### src/rtl/ldpc_loopback_sequencer_if.sv
// ----------------------------------------------------------------------------
// ldpc_loopback_sequencer_if
// Bundles the configuration, encoder, decoder and statistics signals of the
// LDPC loopback sequencer.
//   master : sequencer side (drives message, mask, start_dec, status, counters)
//   slave  : environment side (CSR block, encoder, decoder)
// Signals:
//   cfg_start, cfg_abort, cfg_num_frames, cfg_seed, cfg_err_mask,
//   cfg_err_rotate, cfg_timeout              - run configuration
//   y_nr_in_port, valid_cword_enc            - encoder message / codeword valid
//   err_intro_q0_1, start_dec,
//   converged_loops_ended, pass_fail_decoder - decoder control / result
//   busy, done, frame_cnt, pass_cnt,
//   fail_cnt, timeout_cnt                    - run status and statistics
// ----------------------------------------------------------------------------
interface ldpc_loopback_sequencer_if #(
    parameter int NN    = 208,
    parameter int MM    = 168,
    parameter int CNT_W = 16
);
    localparam int K = NN - MM;

    logic             cfg_start;
    logic             cfg_abort;
    logic [CNT_W-1:0] cfg_num_frames;
    logic [K-1:0]     cfg_seed;
    logic [NN-1:0]    cfg_err_mask;
    logic             cfg_err_rotate;
    logic [CNT_W-1:0] cfg_timeout;

    logic [K-1:0]     y_nr_in_port;
    logic             valid_cword_enc;
    logic [NN-1:0]    err_intro_q0_1;
    logic             start_dec;
    logic             converged_loops_ended;
    logic             pass_fail_decoder;

    logic             busy;
    logic             done;
    logic [CNT_W-1:0] frame_cnt;
    logic [CNT_W-1:0] pass_cnt;
    logic [CNT_W-1:0] fail_cnt;
    logic [CNT_W-1:0] timeout_cnt;

    modport master (
        input  cfg_start, cfg_abort, cfg_num_frames, cfg_seed, cfg_err_mask,
               cfg_err_rotate, cfg_timeout,
        input  valid_cword_enc, converged_loops_ended, pass_fail_decoder,
        output y_nr_in_port, err_intro_q0_1, start_dec,
        output busy, done, frame_cnt, pass_cnt, fail_cnt, timeout_cnt
    );

    modport slave (
        output cfg_start, cfg_abort, cfg_num_frames, cfg_seed, cfg_err_mask,
               cfg_err_rotate, cfg_timeout,
        output valid_cword_enc, converged_loops_ended, pass_fail_decoder,
        input  y_nr_in_port, err_intro_q0_1, start_dec,
        input  busy, done, frame_cnt, pass_cnt, fail_cnt, timeout_cnt
    );
endinterface

### src/rtl/ldpc_loopback_sequencer.sv
// ----------------------------------------------------------------------------
// ldpc_loopback_sequencer
// Drives the on-chip LDPC encoder->decoder loopback: feeds LFSR message words
// to the encoder, waits for the codeword, applies the error-injection mask,
// pulses decoder start, waits for convergence and tallies pass/fail/timeout
// per frame for a programmed number of frames.
// Ports:
//   wb_clk_i : clock (rising edge)
//   wb_rst_i : asynchronous active-high reset
//   bus      : ldpc_loopback_sequencer_if.master (config, encoder, decoder,
//              status and counters)
// ----------------------------------------------------------------------------
module ldpc_loopback_sequencer #(
    parameter int              NN         = 208,
    parameter int              MM         = 168,
    parameter int              CNT_W      = 16,
    parameter int              ENC_SETTLE = 2,
    parameter logic [NN-MM-1:0] LFSR_TAPS = 40'hA0_0028_0000
) (
    input  logic                         wb_clk_i,
    input  logic                         wb_rst_i,
    ldpc_loopback_sequencer_if.master    bus
);
    localparam int K  = NN - MM;
    localparam int SW = $clog2(ENC_SETTLE + 2);

    localparam logic [2:0] S_IDLE      = 3'd0;
    localparam logic [2:0] S_ENC_WAIT  = 3'd1;
    localparam logic [2:0] S_DEC_START = 3'd2;
    localparam logic [2:0] S_DEC_WAIT  = 3'd3;
    localparam logic [2:0] S_TALLY     = 3'd4;
    localparam logic [2:0] S_DONE      = 3'd5;

    logic [2:0]       state_q,   state_d;
    logic [K-1:0]     lfsr_q,    lfsr_d;
    logic [NN-1:0]    mask_q,    mask_d;
    logic [K-1:0]     y_q,       y_d;
    logic [NN-1:0]    err_q,     err_d;
    logic             start_q,   start_d;
    logic             busy_q,    busy_d;
    logic             done_q,    done_d;
    logic [CNT_W-1:0] frame_q,   frame_d;
    logic [CNT_W-1:0] pass_q,    pass_d;
    logic [CNT_W-1:0] fail_q,    fail_d;
    logic [CNT_W-1:0] tmo_q,     tmo_d;
    logic [SW-1:0]    settle_q,  settle_d;
    logic [CNT_W-1:0] wait_q,    wait_d;

    logic [K-1:0]     seed_fix;
    logic [K-1:0]     lfsr_next;
    logic [CNT_W:0]   wait_inc;
    logic             timeout_hit;
    logic             last_frame;
    logic             settled;

    function automatic logic [CNT_W-1:0] sat_inc(input logic [CNT_W-1:0] v);
        return (&v) ? v : v + {{(CNT_W-1){1'b0}}, 1'b1};
    endfunction

    // An all-zero seed would lock the LFSR, so it is replaced by 1.
    assign seed_fix  = (bus.cfg_seed == '0) ? {{(K-1){1'b0}}, 1'b1} : bus.cfg_seed;
    assign lfsr_next = {lfsr_q[K-2:0], ^(lfsr_q & LFSR_TAPS)};

    // Timeout fires in the cycle that would bring the wait counter up to
    // cfg_timeout, so the phase lasts exactly cfg_timeout cycles.
    assign wait_inc    = {1'b0, wait_q} + {{CNT_W{1'b0}}, 1'b1};
    assign timeout_hit = (bus.cfg_timeout != '0) && (wait_inc == {1'b0, bus.cfg_timeout});
    assign last_frame  = (({1'b0, frame_q} + {{CNT_W{1'b0}}, 1'b1}) == {1'b0, bus.cfg_num_frames});
    assign settled     = (settle_q == SW'(ENC_SETTLE));

    always_comb begin
        state_d  = state_q;
        lfsr_d   = lfsr_q;
        mask_d   = mask_q;
        y_d      = y_q;
        err_d    = err_q;
        start_d  = 1'b0;
        busy_d   = busy_q;
        done_d   = done_q;
        frame_d  = frame_q;
        pass_d   = pass_q;
        fail_d   = fail_q;
        tmo_d    = tmo_q;
        settle_d = settle_q;
        wait_d   = wait_q;

        case (state_q)
            S_IDLE: begin
                if (bus.cfg_start) begin
                    lfsr_d  = seed_fix;
                    mask_d  = bus.cfg_err_mask;
                    frame_d = '0;
                    pass_d  = '0;
                    fail_d  = '0;
                    tmo_d   = '0;
                    if (bus.cfg_num_frames == '0) begin
                        state_d = S_DONE;
                        done_d  = 1'b1;
                        busy_d  = 1'b0;
                    end else begin
                        state_d  = S_ENC_WAIT;
                        done_d   = 1'b0;
                        busy_d   = 1'b1;
                        y_d      = seed_fix;
                        settle_d = '0;
                        wait_d   = '0;
                    end
                end
            end
            S_ENC_WAIT: begin
                wait_d = wait_inc[CNT_W-1:0];
                if (!settled)
                    settle_d = settle_q + 1'b1;
                // A valid codeword wins over a timeout hitting the same cycle.
                if (settled && bus.valid_cword_enc) begin
                    state_d = S_DEC_START;
                    start_d = 1'b1;
                    err_d   = mask_q;
                end else if (timeout_hit) begin
                    tmo_d   = sat_inc(tmo_q);
                    state_d = S_TALLY;
                end
            end
            S_DEC_START: begin
                state_d = S_DEC_WAIT;
                wait_d  = '0;
            end
            S_DEC_WAIT: begin
                wait_d = wait_inc[CNT_W-1:0];
                if (bus.converged_loops_ended) begin
                    if (bus.pass_fail_decoder)
                        pass_d = sat_inc(pass_q);
                    else
                        fail_d = sat_inc(fail_q);
                    state_d = S_TALLY;
                end else if (timeout_hit) begin
                    tmo_d   = sat_inc(tmo_q);
                    state_d = S_TALLY;
                end
            end
            S_TALLY: begin
                frame_d = sat_inc(frame_q);
                lfsr_d  = lfsr_next;
                err_d   = '0;
                if (bus.cfg_err_rotate)
                    mask_d = {mask_q[NN-2:0], mask_q[NN-1]};
                if (last_frame) begin
                    state_d = S_DONE;
                    done_d  = 1'b1;
                    busy_d  = 1'b0;
                end else begin
                    state_d  = S_ENC_WAIT;
                    y_d      = lfsr_next;
                    settle_d = '0;
                    wait_d   = '0;
                end
            end
            S_DONE: begin
                state_d = S_IDLE;
            end
            default: begin
                state_d = S_IDLE;
            end
        endcase

        // Abort overrides everything above: drop the run, keep statistics.
        if (bus.cfg_abort) begin
            state_d = S_IDLE;
            busy_d  = 1'b0;
            start_d = 1'b0;
            err_d   = '0;
            done_d  = done_q;
            lfsr_d  = lfsr_q;
            mask_d  = mask_q;
            y_d     = y_q;
            frame_d = frame_q;
            pass_d  = pass_q;
            fail_d  = fail_q;
            tmo_d   = tmo_q;
        end
    end

    always_ff @(posedge wb_clk_i or posedge wb_rst_i) begin
        if (wb_rst_i) begin
            state_q  <= S_IDLE;
            lfsr_q   <= {{(K-1){1'b0}}, 1'b1};
            mask_q   <= '0;
            y_q      <= '0;
            err_q    <= '0;
            start_q  <= 1'b0;
            busy_q   <= 1'b0;
            done_q   <= 1'b0;
            frame_q  <= '0;
            pass_q   <= '0;
            fail_q   <= '0;
            tmo_q    <= '0;
            settle_q <= '0;
            wait_q   <= '0;
        end else begin
            state_q  <= state_d;
            lfsr_q   <= lfsr_d;
            mask_q   <= mask_d;
            y_q      <= y_d;
            err_q    <= err_d;
            start_q  <= start_d;
            busy_q   <= busy_d;
            done_q   <= done_d;
            frame_q  <= frame_d;
            pass_q   <= pass_d;
            fail_q   <= fail_d;
            tmo_q    <= tmo_d;
            settle_q <= settle_d;
            wait_q   <= wait_d;
        end
    end

    assign bus.y_nr_in_port   = y_q;
    assign bus.err_intro_q0_1 = err_q;
    assign bus.start_dec      = start_q;
    assign bus.busy           = busy_q;
    assign bus.done           = done_q;
    assign bus.frame_cnt      = frame_q;
    assign bus.pass_cnt       = pass_q;
    assign bus.fail_cnt       = fail_q;
    assign bus.timeout_cnt    = tmo_q;

endmodule
### src/flat_wrapper.sv
// flat-port wrapper written by rule: the top's interface ports become plain ports
module ldpc_loopback_sequencer_flat 
#(
    parameter int              NN         = 208,
    parameter int              MM         = 168,
    parameter int              CNT_W      = 16,
    parameter int              ENC_SETTLE = 2,
    parameter logic [NN-MM-1:0] LFSR_TAPS = 40'hA0_0028_0000
)
  (wb_clk_i, wb_rst_i, bus_cfg_start, bus_cfg_abort, bus_cfg_num_frames, bus_cfg_seed, bus_cfg_err_mask, bus_cfg_err_rotate, bus_cfg_timeout, bus_valid_cword_enc, bus_converged_loops_ended, bus_pass_fail_decoder, bus_y_nr_in_port, bus_err_intro_q0_1, bus_start_dec, bus_busy, bus_done, bus_frame_cnt, bus_pass_cnt, bus_fail_cnt, bus_timeout_cnt);
  ldpc_loopback_sequencer_if #(.NN(NN), .MM(MM), .CNT_W(CNT_W)) bus_i ();
  input  logic wb_clk_i;
  input  logic wb_rst_i;
  input wire logic [$bits(bus_i.cfg_start)-1:0] bus_cfg_start;
  input wire logic [$bits(bus_i.cfg_abort)-1:0] bus_cfg_abort;
  input wire logic [$bits(bus_i.cfg_num_frames)-1:0] bus_cfg_num_frames;
  input wire logic [$bits(bus_i.cfg_seed)-1:0] bus_cfg_seed;
  input wire logic [$bits(bus_i.cfg_err_mask)-1:0] bus_cfg_err_mask;
  input wire logic [$bits(bus_i.cfg_err_rotate)-1:0] bus_cfg_err_rotate;
  input wire logic [$bits(bus_i.cfg_timeout)-1:0] bus_cfg_timeout;
  input wire logic [$bits(bus_i.valid_cword_enc)-1:0] bus_valid_cword_enc;
  input wire logic [$bits(bus_i.converged_loops_ended)-1:0] bus_converged_loops_ended;
  input wire logic [$bits(bus_i.pass_fail_decoder)-1:0] bus_pass_fail_decoder;
  output wire logic [$bits(bus_i.y_nr_in_port)-1:0] bus_y_nr_in_port;
  output wire logic [$bits(bus_i.err_intro_q0_1)-1:0] bus_err_intro_q0_1;
  output wire logic [$bits(bus_i.start_dec)-1:0] bus_start_dec;
  output wire logic [$bits(bus_i.busy)-1:0] bus_busy;
  output wire logic [$bits(bus_i.done)-1:0] bus_done;
  output wire logic [$bits(bus_i.frame_cnt)-1:0] bus_frame_cnt;
  output wire logic [$bits(bus_i.pass_cnt)-1:0] bus_pass_cnt;
  output wire logic [$bits(bus_i.fail_cnt)-1:0] bus_fail_cnt;
  output wire logic [$bits(bus_i.timeout_cnt)-1:0] bus_timeout_cnt;
  assign bus_i.cfg_start = bus_cfg_start;
  assign bus_i.cfg_abort = bus_cfg_abort;
  assign bus_i.cfg_num_frames = bus_cfg_num_frames;
  assign bus_i.cfg_seed = bus_cfg_seed;
  assign bus_i.cfg_err_mask = bus_cfg_err_mask;
  assign bus_i.cfg_err_rotate = bus_cfg_err_rotate;
  assign bus_i.cfg_timeout = bus_cfg_timeout;
  assign bus_i.valid_cword_enc = bus_valid_cword_enc;
  assign bus_i.converged_loops_ended = bus_converged_loops_ended;
  assign bus_i.pass_fail_decoder = bus_pass_fail_decoder;
  assign bus_y_nr_in_port = bus_i.y_nr_in_port;
  assign bus_err_intro_q0_1 = bus_i.err_intro_q0_1;
  assign bus_start_dec = bus_i.start_dec;
  assign bus_busy = bus_i.busy;
  assign bus_done = bus_i.done;
  assign bus_frame_cnt = bus_i.frame_cnt;
  assign bus_pass_cnt = bus_i.pass_cnt;
  assign bus_fail_cnt = bus_i.fail_cnt;
  assign bus_timeout_cnt = bus_i.timeout_cnt;
  ldpc_loopback_sequencer #(.NN(NN), .MM(MM), .CNT_W(CNT_W), .ENC_SETTLE(ENC_SETTLE), .LFSR_TAPS(LFSR_TAPS)) u_core (.wb_clk_i(wb_clk_i), .wb_rst_i(wb_rst_i), .bus(bus_i));
endmodule
### config.mk
export PLATFORM = sky130hd
export DESIGN_NAME = ldpc_loopback_sequencer_flat
export DESIGN_NICKNAME = d
export VERILOG_FILES = /design/src/rtl/ldpc_loopback_sequencer_if.sv /design/src/rtl/ldpc_loopback_sequencer.sv /design/src/flat_wrapper.sv
export SDC_FILE = /design/constraint.sdc
export NUM_CORES = 1
export LEC_CHECK = 0
export ABC_AREA = 1
export BUFFER_PORTS_ARGS = -buffer_cell sky130_fd_sc_hd__buf_2
export CORE_MARGIN = 2
export CORE_UTILIZATION = 25
export DETAILED_ROUTE_END_ITERATION = 10
export PLACE_DENSITY = 0.55
export SLEW_MARGIN = 20
export SYNTH_ARGS = -nofsm -noshare
export SYNTH_HDL_FRONTEND = slang
export SYNTH_SLANG_ARGS = --single-unit
### constraint.sdc
create_clock -name wb_clk_i -period 22.5 [get_ports wb_clk_i]
set_clock_uncertainty 0.2 [all_clocks]
set_input_delay 3.375 -clock wb_clk_i [delete_from_list [all_inputs] [get_ports wb_clk_i]]
set_output_delay 3.375 -clock wb_clk_i [all_outputs]
set_load 0.005 [all_outputs]
# After elaboration in Yosys (flattened, before gate mapping)
# Cells that the tools add are included.
# word_totals
ff_bits	584
in_bits	288
out_inout_bits	315
elab_cells	135
# classes
n_addsub	7
n_eq_ne	24
muxes	58
bitwise_logic	1
reduce_logical	31
# ops
cell	count
2-to-1 mux 208 bit	4
case mux 208 bit (2 select lines)	2
2-to-1 mux 16 bit	15
2-to-1 mux 40 bit	5
case mux 40 bit (2 select lines)	2
case mux 16 bit (2 select lines)	3
adder 16 x 1 -> 16 bit (second input constant)	4
case mux 16 bit (4 select lines)	1
AND reduction 16 bit	4
case mux 16 bit (3 select lines)	1
logical NOT 40 bit	1
parity 40 bit	1
adder 16 x 1 -> 17 bit (second input constant)	2
equality test 17 x 16 -> 1 bit	2
inequality test 2 bit (second input constant)	13
2-to-1 mux 3 bit	7
logical NOT 16 bit	1
AND reduction 4 bit	4
nonzero test 16 bit	1
case mux 3 bit (5 select lines)	1
AND reduction 5 bit	3
AND reduction 6 bit	2
nonzero test 3 bit	4
2-to-1 mux 1 bit	10
other kinds (19)	28

# Logic depth before layout (Yosys ltp)
# Gate-level depths: netlist of run 1.
# depth
depth_word	7
mapped_depth	19

# Worst setup path after synthesis of run 1
# No wires, ideal clock.
# synth_timing
kind	input -> register
from	in bus_cfg_start
to	reg u_core.mask_q[189]
setup_time_ns	0.127
arrival_ns	4.566
required_ns	22.173
setup_slack_ns	17.608
cell_stages	11
n_path_buf	4
path_cell_list	or2_1 buf_4 nand2_4 nor2_8 inv_4 nor2_4 buf_6 buf_6 buf_4 o211ai_1 o21ai_1
# synth_via
elab_chain_cells	2
# synth_rtl
element	line	text
start, declared	flat_wrapper.sv:14	input wire logic [$bits(bus_i.cfg_start)-1:0] bus_cfg_start;
inequality test 2 bit (no source line)	n/a	
AND reduction 4 bit (no source line)	n/a	
end signal, assigned	ldpc_loopback_sequencer.sv:202	mask_q <= mask_d;
end, declared	ldpc_loopback_sequencer.sv:36	logic [NN-1:0] mask_q, mask_d;
# No other way between the ends.
# A chain may end at the register's enable or synchronous reset.

# Worst setup path in the final report of run 1
# Same ends and word-level chain as after synthesis.

==> key figures, run 1 <==
Placed design
  – Hpwl dp: approximately 64000 um
  – Gp weighted congestion: 0.876
  – Dpl cells: between 5000 and 6000
  – PortBufs: 602

Critical path
  – Startpoint Class: primary input
  – Critical Path AT: 6.86 ns
  – Critical path endpoint category: register
  – CP Max Fanout: ~170
  – Critical Path RT: 22.84 ns
  – Setup CP Type: in2reg

Global routing
  – Total grt overflow: 0
  – Vias in the first global route: 23100
  – Largest net degree at the start of global routing: 243
  – GRT Util Overall: between 15 and 20%
  – First-pass GRT wire length: roughly 140000 um
  – Antenna violations before repair: 26

Finish
  – # fillers: 11400
  – Register cell area after layout: about 15000 um2
  – Filler-free cell count of the finished design: 5194
  – Share of layout cells above drive strength 1: 20.7%
  – Final-stage net count: between 4000 and 5000
  – Synthesis-to-finish area growth: 24.3%
  – Multi-input combinational cell area: approximately 9500 um2

Timing
  – Period utilisation layout: a little under 30%
  – Relative slew slack: ~28%
  – Fin. max-slew vios: 0
  – RSZ-0062 raised after global routing: false
  – Final setup violation count: 0
  – Fin crit period: about 6.5 ns
  – Final hold violation count: 0
  – F_max: between 150 and 200 MHz
  – Worst slew pin tran: roughly 1.1 ns
  – Post-Route Setup TNS: 0 ns

Clock network
  – Clk_lat worst skew: 0.63 ns
  – CTS Sinks: 584
  – Clk slew on worst S/H paths: ~0.06 ns
  – Root Driver: clkbuf_16
  – CTS Hold Buffers Added: 0
  – Total CTS buffers: 73
  – Postcts setup bufs: 0
  – H-tree levels: 3
  – Maximum buffer depth of the clock tree: 3
  – CTS tree: built
  – Post-CTS resize count: 0

Synthesis
  – Mapped Area: 27200 um2
  – Syn Area/Cell: 8.50 um2
  – Syn Nets: approximately 3500
  – Synth warn: 0
  – Post-synthesis sequential element count: just under 600
  – Mapped Cells: between 3000 and 4000
  – Synth cell types: 48
  – Sequential area share after synthesis: between 50% and 60%

Floorplan
  – Num ports: 603
  – Core area: between 100000 and 150000 um2
  – # rows: 120
  – Die X: ~330 um
  – Die area: ~110000 um2
  – Initial Utilization: 25.3%
  – Die Ht: roughly 330 um

Routing
  – Routed wire per std cell: about 18 um
  – Detailed Routing Iterations Pass 1: 5
  – DRC violations left: 0
  – Post-Route WL: about 91000 um
  – Total number of vias: approximately 24000
  – Final ANT Viol Nets: 0
  – Drt initial violations: 1512
  – Routed vias/inst: around 4.6

Pwr
  – PD cells: 81.4 nW/um2
  – VDD IR max: approximately 50 uV
  – Leak: 0.0161 uW

Status
  – Status: completed

Min path
  – Hold Crit Class: reg2reg

Flow run
  – Max-cap viol count: 0
area by class of cell:
cell class,count,area share [%]
flip-flops and latches,584,43.3
multi-input cells,1859,28.2
repair buffers,627,9.61
inverters,576,6.46
clock buffers,108,6.37
well taps,1403,5.20
clock inverters,27,0.760
diodes,10,0.0741
layout by cell type (no fill, tap or decap), drive strengths merged, types with 2 or more instances in the layout:
cell type / n
clkbuf: 108
nor4: 17
o211ai: 209
clkinv: 19
or2: 4
o31ai: 11
o21ai: 312
nand2: 734
buf: 627
xor2: 17
diode: 10
bufinv: 2
a21oi: 19
nand3b: 10
clkinvlp: 3
nor3b: 3
xnor2: 12
nand3: 102
nor2: 111
nor3: 24
inv: 579
dfrtp: 583
o22ai: 222
ha: 6
nand4: 36
worst max-delay path, stage by stage:
cell and delay, ns:
buf_2 0.09, or2_1 0.24, nand2_4 0.13, nor2_8 0.71, inv_4 0.11, nor2_4 0.14, buf_12 0.27, buf_16 0.45
buf_4 0.85, o211ai_1 0.19, o21ai_1 0.14
synthesized netlist by cell type (all sizes together):
library cell	instances	share of area (%)
o2111ai	1	0.032
mux2i	1	0.037
nand3	102	1.9
buf	95	2.2
xor2	17	0.55
inv	575	8.0
a221oi	1	0.032
a21boi	1	0.028
a2bb2oi	1	0.032
xnor3	1	0.083
or2	4	0.092
o21ai	312	5.7
nor2	111	1.8
ha	6	0.28
o21bai	1	0.041
dfrtp	583	54
nand2	734	10
xnor2	12	0.39
a21oi	19	0.39
dfstp	1	0.097
o211a	1	0.037
nor3	24	0.48
o31ai	11	0.30
nand3b	10	0.28
clkinv	1	0.014
o22ai	222	5.1
nand4	36	0.83
clkbuf	82	1.1
o21a	1	0.028
nor3b	3	0.083
nor4	17	0.39
o211ai	209	5.8
a31oi	1	0.023
path summary, 6_finish.rpt:
check	start	to	slack, ns	depth (start not counted)
min in group asynchronous	wb_rst_i	u_core.bus.err_intro_q0_1[103]	2.60	2
hold reg to reg	u_core.bus.y_nr_in_port[17]	u_core.bus.y_nr_in_port[17]	0.27	2
setup reg to reg	u_core.state_q[1]	u_core.mask_q[189]	17.99	14
hold / removal	u_core.bus.y_nr_in_port[17]	u_core.bus.y_nr_in_port[17]	0.27	2
setup / recovery	bus_cfg_start	u_core.mask_q[189]	15.98	11
max in group asynchronous	wb_rst_i	u_core.mask_q[93]	16.57	5
power breakdown:
part	total (uW)	internal, uW	leakage, uW	switching, uW
clock	1180	690	0.00118	488
combinational	359	114	0.00729	245
sequential	1210	1170	0.00767	39.5
cells by family (layout without fill, tap and decap cells):
| family | Yosys count | after routing | share of synthesized area (%) |
|---|---|---|---|
| buffers and inverters | 753 | 1338 | 11.3 |
| muxes | 1 | 1 | 0.0368 |
| other | 0 | 10 | 0 |
| xor gates and xnor gates | 30 | 30 | 1.02 |
| DFF | 584 | 584 | 53.8 |
| AOI/OAI and AO/OA | 781 | 781 | 17.6 |
| adders and majority gates | 6 | 6 | 0.276 |
| and+or+nand+nor | 1041 | 1041 | 16.0 |
flip-flops by register name, indices dropped and copies added (netlist names):
| name | cells |
|---|---|
| u_core.mask_q | 208 |
| u_core.bus.err_intro_q0_1 | 208 |
| u_core.bus.frame_cnt | 16 |
| u_core.lfsr_q | 40 |
| u_core.bus.fail_cnt | 16 |
| u_core.state_q | 3 |
| u_core.bus.busy | 1 |
| u_core.bus.pass_cnt | 16 |
| u_core.bus.done | 1 |
| u_core.settle_q | 2 |
| u_core.bus.timeout_cnt | 16 |
| u_core.wait_q | 16 |
| u_core.bus.start_dec | 1 |
| u_core.bus.y_nr_in_port | 40 |
per-stage QoR:
stage                     instance area (um2)  total power, uW  setup slack [ns]  utilization (%)  hold slack (ns)
after floorplan                         27200             1460              2.59                -            0.253
after CTS                               33700             2790             16.02             31.3            0.276
final                                   33800             2750             15.98             31.4            0.274
after global placement                  31300             1590             15.38             29.1            0.259
after detailed placement                31300             1590             15.33             29.1            0.261
after global routing                    33800             2890             15.60             31.4            0.303
layer usage:
metal  track usage [%]  up-vias  part of all wire (%)
met2              25.1      628                    46
met3              5.00      177                   7.5
met4              6.21       26                   3.3
met5                 0        -                  0.17
met1              20.5    11300                    43
li1                  -    11600                     -
Note: power is estimated with default switching activity, not from simulation.
==> inputs of run 2 (changes only) <==
--- a/config.mk
+++ b/config.mk
@@ -10,7 +10,7 @@
 export CORE_MARGIN = 2
 export CORE_UTILIZATION = 25
 export DETAILED_ROUTE_END_ITERATION = 10
-export PLACE_DENSITY = 0.55
+export PLACE_DENSITY = 0.56
 export SLEW_MARGIN = 20
 export SYNTH_ARGS = -nofsm -noshare
 export SYNTH_HDL_FRONTEND = slang
==> constraint.sdc (replaced) <==
create_clock -name wb_clk_i -period 5.5 [get_ports wb_clk_i]
set_clock_uncertainty 0.2 [all_clocks]
set_input_delay 0.825 -clock wb_clk_i [delete_from_list [all_inputs] [get_ports wb_clk_i]]
set_output_delay 0.825 -clock wb_clk_i [all_outputs]
set_load 0.005 [all_outputs]
==> key figures, run 2 (synthesized netlist as in run 1, its figures left out) <==
Clock network
  – CTS Hold Buffers Added: 0 (unchanged)
  – Maximum buffer depth of the clock tree: 3 (unchanged)
  – Post-CTS resize count: 0 (unchanged)
  – Clk slew on worst S/H paths: 0.05 ns (about the same)
  – Postcts setup bufs: 0 (unchanged)
  – CTS tree: built
  – CTS Sinks: 584 (unchanged)
  – H-tree levels: 3 (unchanged)
  – Root Driver: clkbuf_16
  – Total CTS buffers: 72 (-1.4%)
  – Clk_lat worst skew: 0.62 ns (about the same)

Pwr
  – Combinational share of power: 12.9% (-0.2 points)
  – PD cells: 334 nW/um2 (+310%)
  – Clock share of power: 43.6% (+0.7 points)
  – Net Switching: 3090 uW (+300%)
  – VDD IR max: 239 uV (+380%)
  – Leak: 0.0163 uW (+0.72%)
  – Part of the power in registers: 43.6% (-0.5 points)
  – Switching Fraction: 27.2% (-0.90 points)
  – Internal: 8280 uW (+320%)

Timing
  – Worst slew pin tran: 1.10 ns (+0.0238 ns)
  – Fin. max-slew vios: 0 (unchanged)
  – F_max: ~280 MHz
  – Relative slew slack: 26.8% (-1.6 points)
  – Final hold violation count: 0 (unchanged)
  – Fin crit period: between 3 and 4 ns
  – Period utilisation layout: between 60 and 70%
  – Final setup violation count: 0 (unchanged)
  – RSZ-0062 raised after global routing: false
  – Fin worst setup slack: 1.94 ns (-14.04 ns)

Global routing
  – Vias in the first global route: 23300 (+0.84%)
  – Antenna violations before repair: 19 (-27%)
  – Total grt overflow: 0 (unchanged)
  – First-pass GRT wire length: 139000 um (about the same)
  – GRT Util Overall: 15.9% (-0.13 points)
  – Largest net degree at the start of global routing: 204 (-16%)

Floorplan
  – Core area: 108000 um2 (unchanged)
  – Die area: 111000 um2 (unchanged)
  – Die Ht: 334 um (unchanged)
  – Num ports: 603 (unchanged)
  – Die X: 334 um (unchanged)
  – Initial Utilization: 25.3% (unchanged)
  – # rows: 120 (unchanged)

Critical path
  – Setup CP Type: reg2reg
  – Critical path endpoint category: register
  – Startpoint Class: register
  – Slowest stage cell, crit path: dfrtp_1
  – Worst path cell trace: inv_2, nand2_2, nor2_1, inv_1, nor2_2, nor3_1, o21ai_0, inv_1, nand3_2, nand2_4, nand2_1, nand2_1
  – Critical Path RT: 5.83 ns (-17.01 ns)
  – Max stage delay on crit path: 0.54 ns (-0.31 ns)
  – CP Max Fanout: 19 (-88%)
  – Critical Path AT: 3.89 ns (-2.97 ns)
  – FF-to-FF setup slack: 1.94 ns (-16.05 ns)

Finish
  – Synthesis-to-finish area growth: 25.2%
  – Post-route cell area: 34000 um2 (+0.75%)
  – Most frequent cells in the layout: nand2_1, buf_2, dfrtp_1
  – # fillers: 11500 (+0.89%)
  – Share of layout cells above drive strength 1: 20.9% (+0.25 points)
  – Final-stage net count: 4024 (+0.22%)
  – Commonest non-fill, non-tap cell in the layout: nand2_1

Routing
  – DRC violations left: 0 (unchanged)
  – Final ANT Viol Nets: 0 (unchanged)
  – Post-Route WL: 90300 um (-1.1%)
  – Detailed Routing Iterations Pass 1: 5 (unchanged)
  – Routed vias/inst: 4.59 (+0.68%)
  – Routed wire per std cell: 17.4 um (-1.2%)
  – Total number of vias: 23900 (+0.77%)
  – Drt initial violations: 1568 (+3.7%)

Placed design
  – Gp weighted congestion: 0.876 (about the same)
  – PortBufs: 602 (unchanged)
  – Hpwl dp: 62900 um (-2.0%)
  – Dpl cell area: 31500 um2 (+0.70%)
  – Worst slack, placed: 1.81 ns (-13.52 ns)

Min path
  – Hold Crit Class: in2async

Status
  – Status: completed

Flow run
  – Max-cap viol count: 0 (unchanged)
run 2: cell types whose count changed in the layout (fill, tap and decap cells not counted), sizes merged:
cell	delta
bufinv	+4
buf	+10
clkbuf	-5
diode	+2
clkinv	-6
inv	-1
clkinvlp	+1
run 2: critical path: cells and delay by family (launching register included):
family	cells	cell delay, ns
and+or+nand+nor	8	1.98
buffers and inverters	3	0.55
DFF	1	0.54
AOI/OAI and AO/OA	1	0.17
run 2: area by class of cell:
| type | instances | area [um2] | share of cell area, % |
|---|---|---|---|
| antenna | 12 | 30.0 | 0.0883 |
| clock buffer | 103 | 2150 | 6.32 |
| clock inverter | 25 | 313 | 0.920 |
| inverter | 576 | 2180 | 6.40 |
| multi-input combinational | 1859 | 9540 | 28.0 |
| sequential | 584 | 14600 | 43.0 |
| tap | 1403 | 1760 | 5.16 |
| timing repair buffer | 637 | 3440 | 10.1 |
run 2: path summary, 6_finish.rpt:
| path | startpoint | to | cells past startpoint |
|---|---|---|---|
| max in group asynchronous | wb_rst_i | u_core.mask_q[8] | 3 |
| hold / removal | wb_rst_i | u_core.wait_q[14] | 2 |
| hold reg to reg | u_core.bus.y_nr_in_port[33] | u_core.bus.y_nr_in_port[33] | 2 |
| min in group wb_clk_i | bus_cfg_abort | u_core.state_q[1] | 2 |
| setup reg to reg | u_core.state_q[2] | u_core.bus.timeout_cnt[9] | 12 |
| setup / recovery | u_core.state_q[2] | u_core.bus.timeout_cnt[9] | 12 |
run 2: per-layer routing:
| metal | wire length (um) | share of wire (%) | vias to the layer above | global-route usage [%] |
|---|---|---|---|---|
| met1 | 39200 | 43 | 11500 | 20.4 |
| met4 | 2510 | 2.8 | 12 | 5.94 |
| met3 | 5340 | 5.9 | 139 | 3.25 |
| li1 | - | - | 11600 | - |
| met5 | 80 | 0.089 | - | 0 |
| met2 | 43200 | 48 | 675 | 26.3 |
run 2: power groups by stage:
stage	logic [uW]	registers (uW)	clock network, uW
floorplan	938	5020	0
global placement	1460	5020	0
detailed placement	1480	5030	0
CTS	1500	4960	5110
global route	1680	5010	5270
finish	1460	4950	4950
run 2: per-stage QoR:
step                setup TNS, ns  instances  power [uW]  util, %  hold WS [ns]
finish                          0       5199       11400     31.6         0.201
global route                    0       5197       11900     31.6         0.174
CTS                             0       5187       11600     31.6         0.131
detailed placement              0       5059        6510     29.3         0.261
global placement                0       5059        6480     29.3         0.261
floorplan                -2032.19       3196        5960        -         0.253
==> inputs of run 3 (changes only) <==
--- a/config.mk
+++ b/config.mk
@@ -10,7 +10,7 @@
 export CORE_MARGIN = 2
 export CORE_UTILIZATION = 25
 export DETAILED_ROUTE_END_ITERATION = 10
-export PLACE_DENSITY = 0.56
+export PLACE_DENSITY = 0.55
 export SLEW_MARGIN = 20
 export SYNTH_ARGS = -nofsm -noshare
 export SYNTH_HDL_FRONTEND = slang
==> constraint.sdc (replaced) <==
create_clock -name wb_clk_i -period 3.7 [get_ports wb_clk_i]
set_clock_uncertainty 0.2 [all_clocks]
set_input_delay 0.555 -clock wb_clk_i [delete_from_list [all_inputs] [get_ports wb_clk_i]]
set_output_delay 0.555 -clock wb_clk_i [all_outputs]
set_load 0.005 [all_outputs]
==> key figures, run 3 (synthesized netlist as in run 1, its figures left out) <==
Floorplan
  – Num ports: 603 (unchanged)
  – Core area: 108000 um2 (unchanged)
  – # rows: 120 (unchanged)
  – Initial Utilization: 25.3% (unchanged)
  – Die X: 334 um (unchanged)
  – Die Ht: 334 um (unchanged)
  – Die area: 111000 um2 (unchanged)

Finish
  – Register cell area after layout: 14600 um2 (unchanged)
  – Synthesis-to-finish area growth: 32.5%
  – Multi-input combinational cell area: 9540 um2 (about the same)
  – Post-route cell area: 36000 um2 (+5.9%)
  – Post-Route Utilization: 33.5% (+1.9 points)
  – Commonest non-fill, non-tap cell in the layout: nand2_1
  – # fillers: 11300 (-2.0%)
  – Share of layout cells above drive strength 1: 20.0% (-0.93 points)
  – Final-stage net count: 4229 (+5.1%)
  – Most frequent cells in the layout: nand2_1, buf_2, dfrtp_1

Timing
  – Final setup violation count: 0 (unchanged)
  – Period utilisation layout: 87.4% (+23 points)
  – Worst slew pin tran: 1.06 ns (-0.0351 ns)
  – Relative slew slack: 29.0% (+2.2 points)
  – Fin crit period: 3.23 ns (-0.328 ns)
  – F_max: 309 MHz (+10%)
  – Post-Route Setup TNS: 0 ns (unchanged)
  – RSZ-0062 raised after global routing: false
  – Fin. max-slew vios: 0 (unchanged)
  – Final hold violation count: 0 (unchanged)

Clock network
  – H-tree levels: 3 (unchanged)
  – Postcts setup bufs: 0 (unchanged)
  – Clk slew on worst S/H paths: 0.06 ns (about the same)
  – CTS Sinks: 584 (unchanged)
  – Clk_lat worst skew: 0.64 ns (+0.02 ns)
  – Maximum buffer depth of the clock tree: 3 (unchanged)
  – Total CTS buffers: 72 (unchanged)
  – Root Driver: clkbuf_16
  – CTS tree: built

Routing
  – Total number of vias: 24400 (+2.1%)
  – DRC violations left: 0 (unchanged)
  – Detailed Routing Iterations Pass 1: 5 (unchanged)
  – Post-Route WL: 93300 um (+3.4%)
  – Drt initial violations: 1466 (-6.5%)
  – Final ANT Viol Nets: 0 (unchanged)
  – Routed wire per std cell: 17.3 um (-0.40%)
  – Routed vias/inst: 4.52 (-1.6%)

Critical path
  – Startpoint Class: register
  – Critical Path AT: 3.60 ns (-0.29 ns)
  – Critical Path RT: 4.06 ns (-1.77 ns)
  – Critical path endpoint category: register
  – Setup CP Type: reg2reg
  – RR Startpoint: u_core.bus.frame_cnt[0]
  – CP startpoint: u_core.bus.frame_cnt[0]
  – CP Max Fanout: 40 (+21)

Pwr
  – Combinational share of power: 14.1% (+1.2 points)
  – Clock share of power: 42.0% (-1.6 points)
  – Part of the power in registers: 43.8% (+0.2 points)
  – Net Switching: 4720 uW (+53%)
  – Switching Fraction: 28.1% (+0.88 points)
  – Leak: 0.0171 uW (+5.2%)
  – Internal: 12100 uW (+46%)
  – VDD IR max: 318 uV (+33%)
  – PD cells: 467 nW/um2 (+40%)

Min path
  – Hold Crit Class: in2reg
  – Worst hold path startpoint: bus_cfg_err_mask[155]

Global routing
  – Total grt overflow: 0 (unchanged)
  – Antenna violations before repair: 17 (-2)
  – Vias in the first global route: 24200 (+4.0%)
  – First-pass GRT wire length: 144000 um (+3.4%)
  – GRT Util Overall: 16.4% (+0.55 points)
  – Largest net degree at the start of global routing: 147 (-28%)

Flow run
  – Max-cap viol count: 0 (unchanged)

Placed design
  – Dpl cell area: 31700 um2 (+0.68%)
  – PortBufs: 602 (unchanged)
  – Hpwl dp: 65100 um (+3.6%)
  – Gp weighted congestion: 0.879 (+0.37%)

Status
  – Status: completed
[run 3: cell count changes in the layout (fill, tap and decap cells not counted), sizes merged, moves of 2 or more]
cell and change:
clkinv +2, bufinv -4, buf +13, diode -4
dlygate4sd3 +192, clkinvlp -2
[run 3: final timing paths]
kind | to | slack [ns] | cells after the start
worst max register to register | u_core.bus.y_nr_in_port[26] | 0.47 | 13
worst min register to register | u_core.bus.y_nr_in_port[8] | 0.27 | 2
max in group asynchronous | u_core.bus.err_intro_q0_1[139] | 2.48 | 4
worst min-delay path | u_core.mask_q[155] | 0.05 | 3
min in group asynchronous | u_core.mask_q[20] | 0.10 | 3
worst max-delay path | u_core.bus.y_nr_in_port[26] | 0.47 | 13
[run 3: metrics by stage]
step | std cells | power [uW] | hold slack (ns) | setup slack (ns)
2_1_floorplan | 3196 | 8850 | 0.253 | -5.01
3_3_place_gp | 5072 | 9670 | 0.262 | 0.426
3_5_place_dp | 5072 | 9710 | 0.261 | 0.379
4_1_cts | 5387 | 17100 | 0.000544 | 0.368
5_1_grt | 5393 | 17700 | 0.0266 | 0.0885
6_report | 5395 | 16800 | 0.0471 | 0.467
[run 3: area by class of cell]
class	count	share of cell area (%)
Inverter	576	6.05
Sequential cell	584	40.6
Tap cell	1403	4.87
Antenna cell	8	0.0556
Timing Repair Buffer	842	15.4
Clock buffer	102	5.79
Multi-Input combinational cell	1859	26.5
Clock inverter	21	0.736
[run 3: power by group through the flow]
| stage | Clock, uW | Combinational, uW | Sequential, uW |
|---|---|---|---|
| finish | 7070 | 2370 | 7370 |
| global route | 7570 | 2700 | 7440 |
| CTS | 7320 | 2420 | 7370 |
| detailed placement | 0 | 2240 | 7480 |
| global placement | 0 | 2200 | 7470 |
| floorplan | 0 | 1390 | 7460 |
[run 3: critical path, stage by stage (launching register included)]
cell and delay (ns):
dfrtp_1 0.43, ha_1 0.23, nand3_1 0.10, nor2_2 0.20
nand2_1 0.12, nor3_2 0.24, nor2_1 0.09, nand3_1 0.08
nor2_1 0.10, nand3_1 0.18, nand2_1 0.13, nor2_4 0.79
nand2_1 0.14, nand2_1 0.10
[run 3: routing by layer]
layer  up-vias  GRT usage (%)  share of wire [%]
li1      12000              -                  -
met1     11600           20.5                 43
met2       666           27.0                 47
met3       149           5.29                7.6
met4        12           4.94                2.7
met5         -              0               0.10
[run 3: repair_timing]
| action | 4_1_cts | 5_1_grt |
|---|---|---|
| resized for setup | 0 | 0 |
| hold buffers | 192 | 0 |
| hold endpoints to repair | 193 | 0 |
| endpoints found under the setup margin | 0 | 0 |
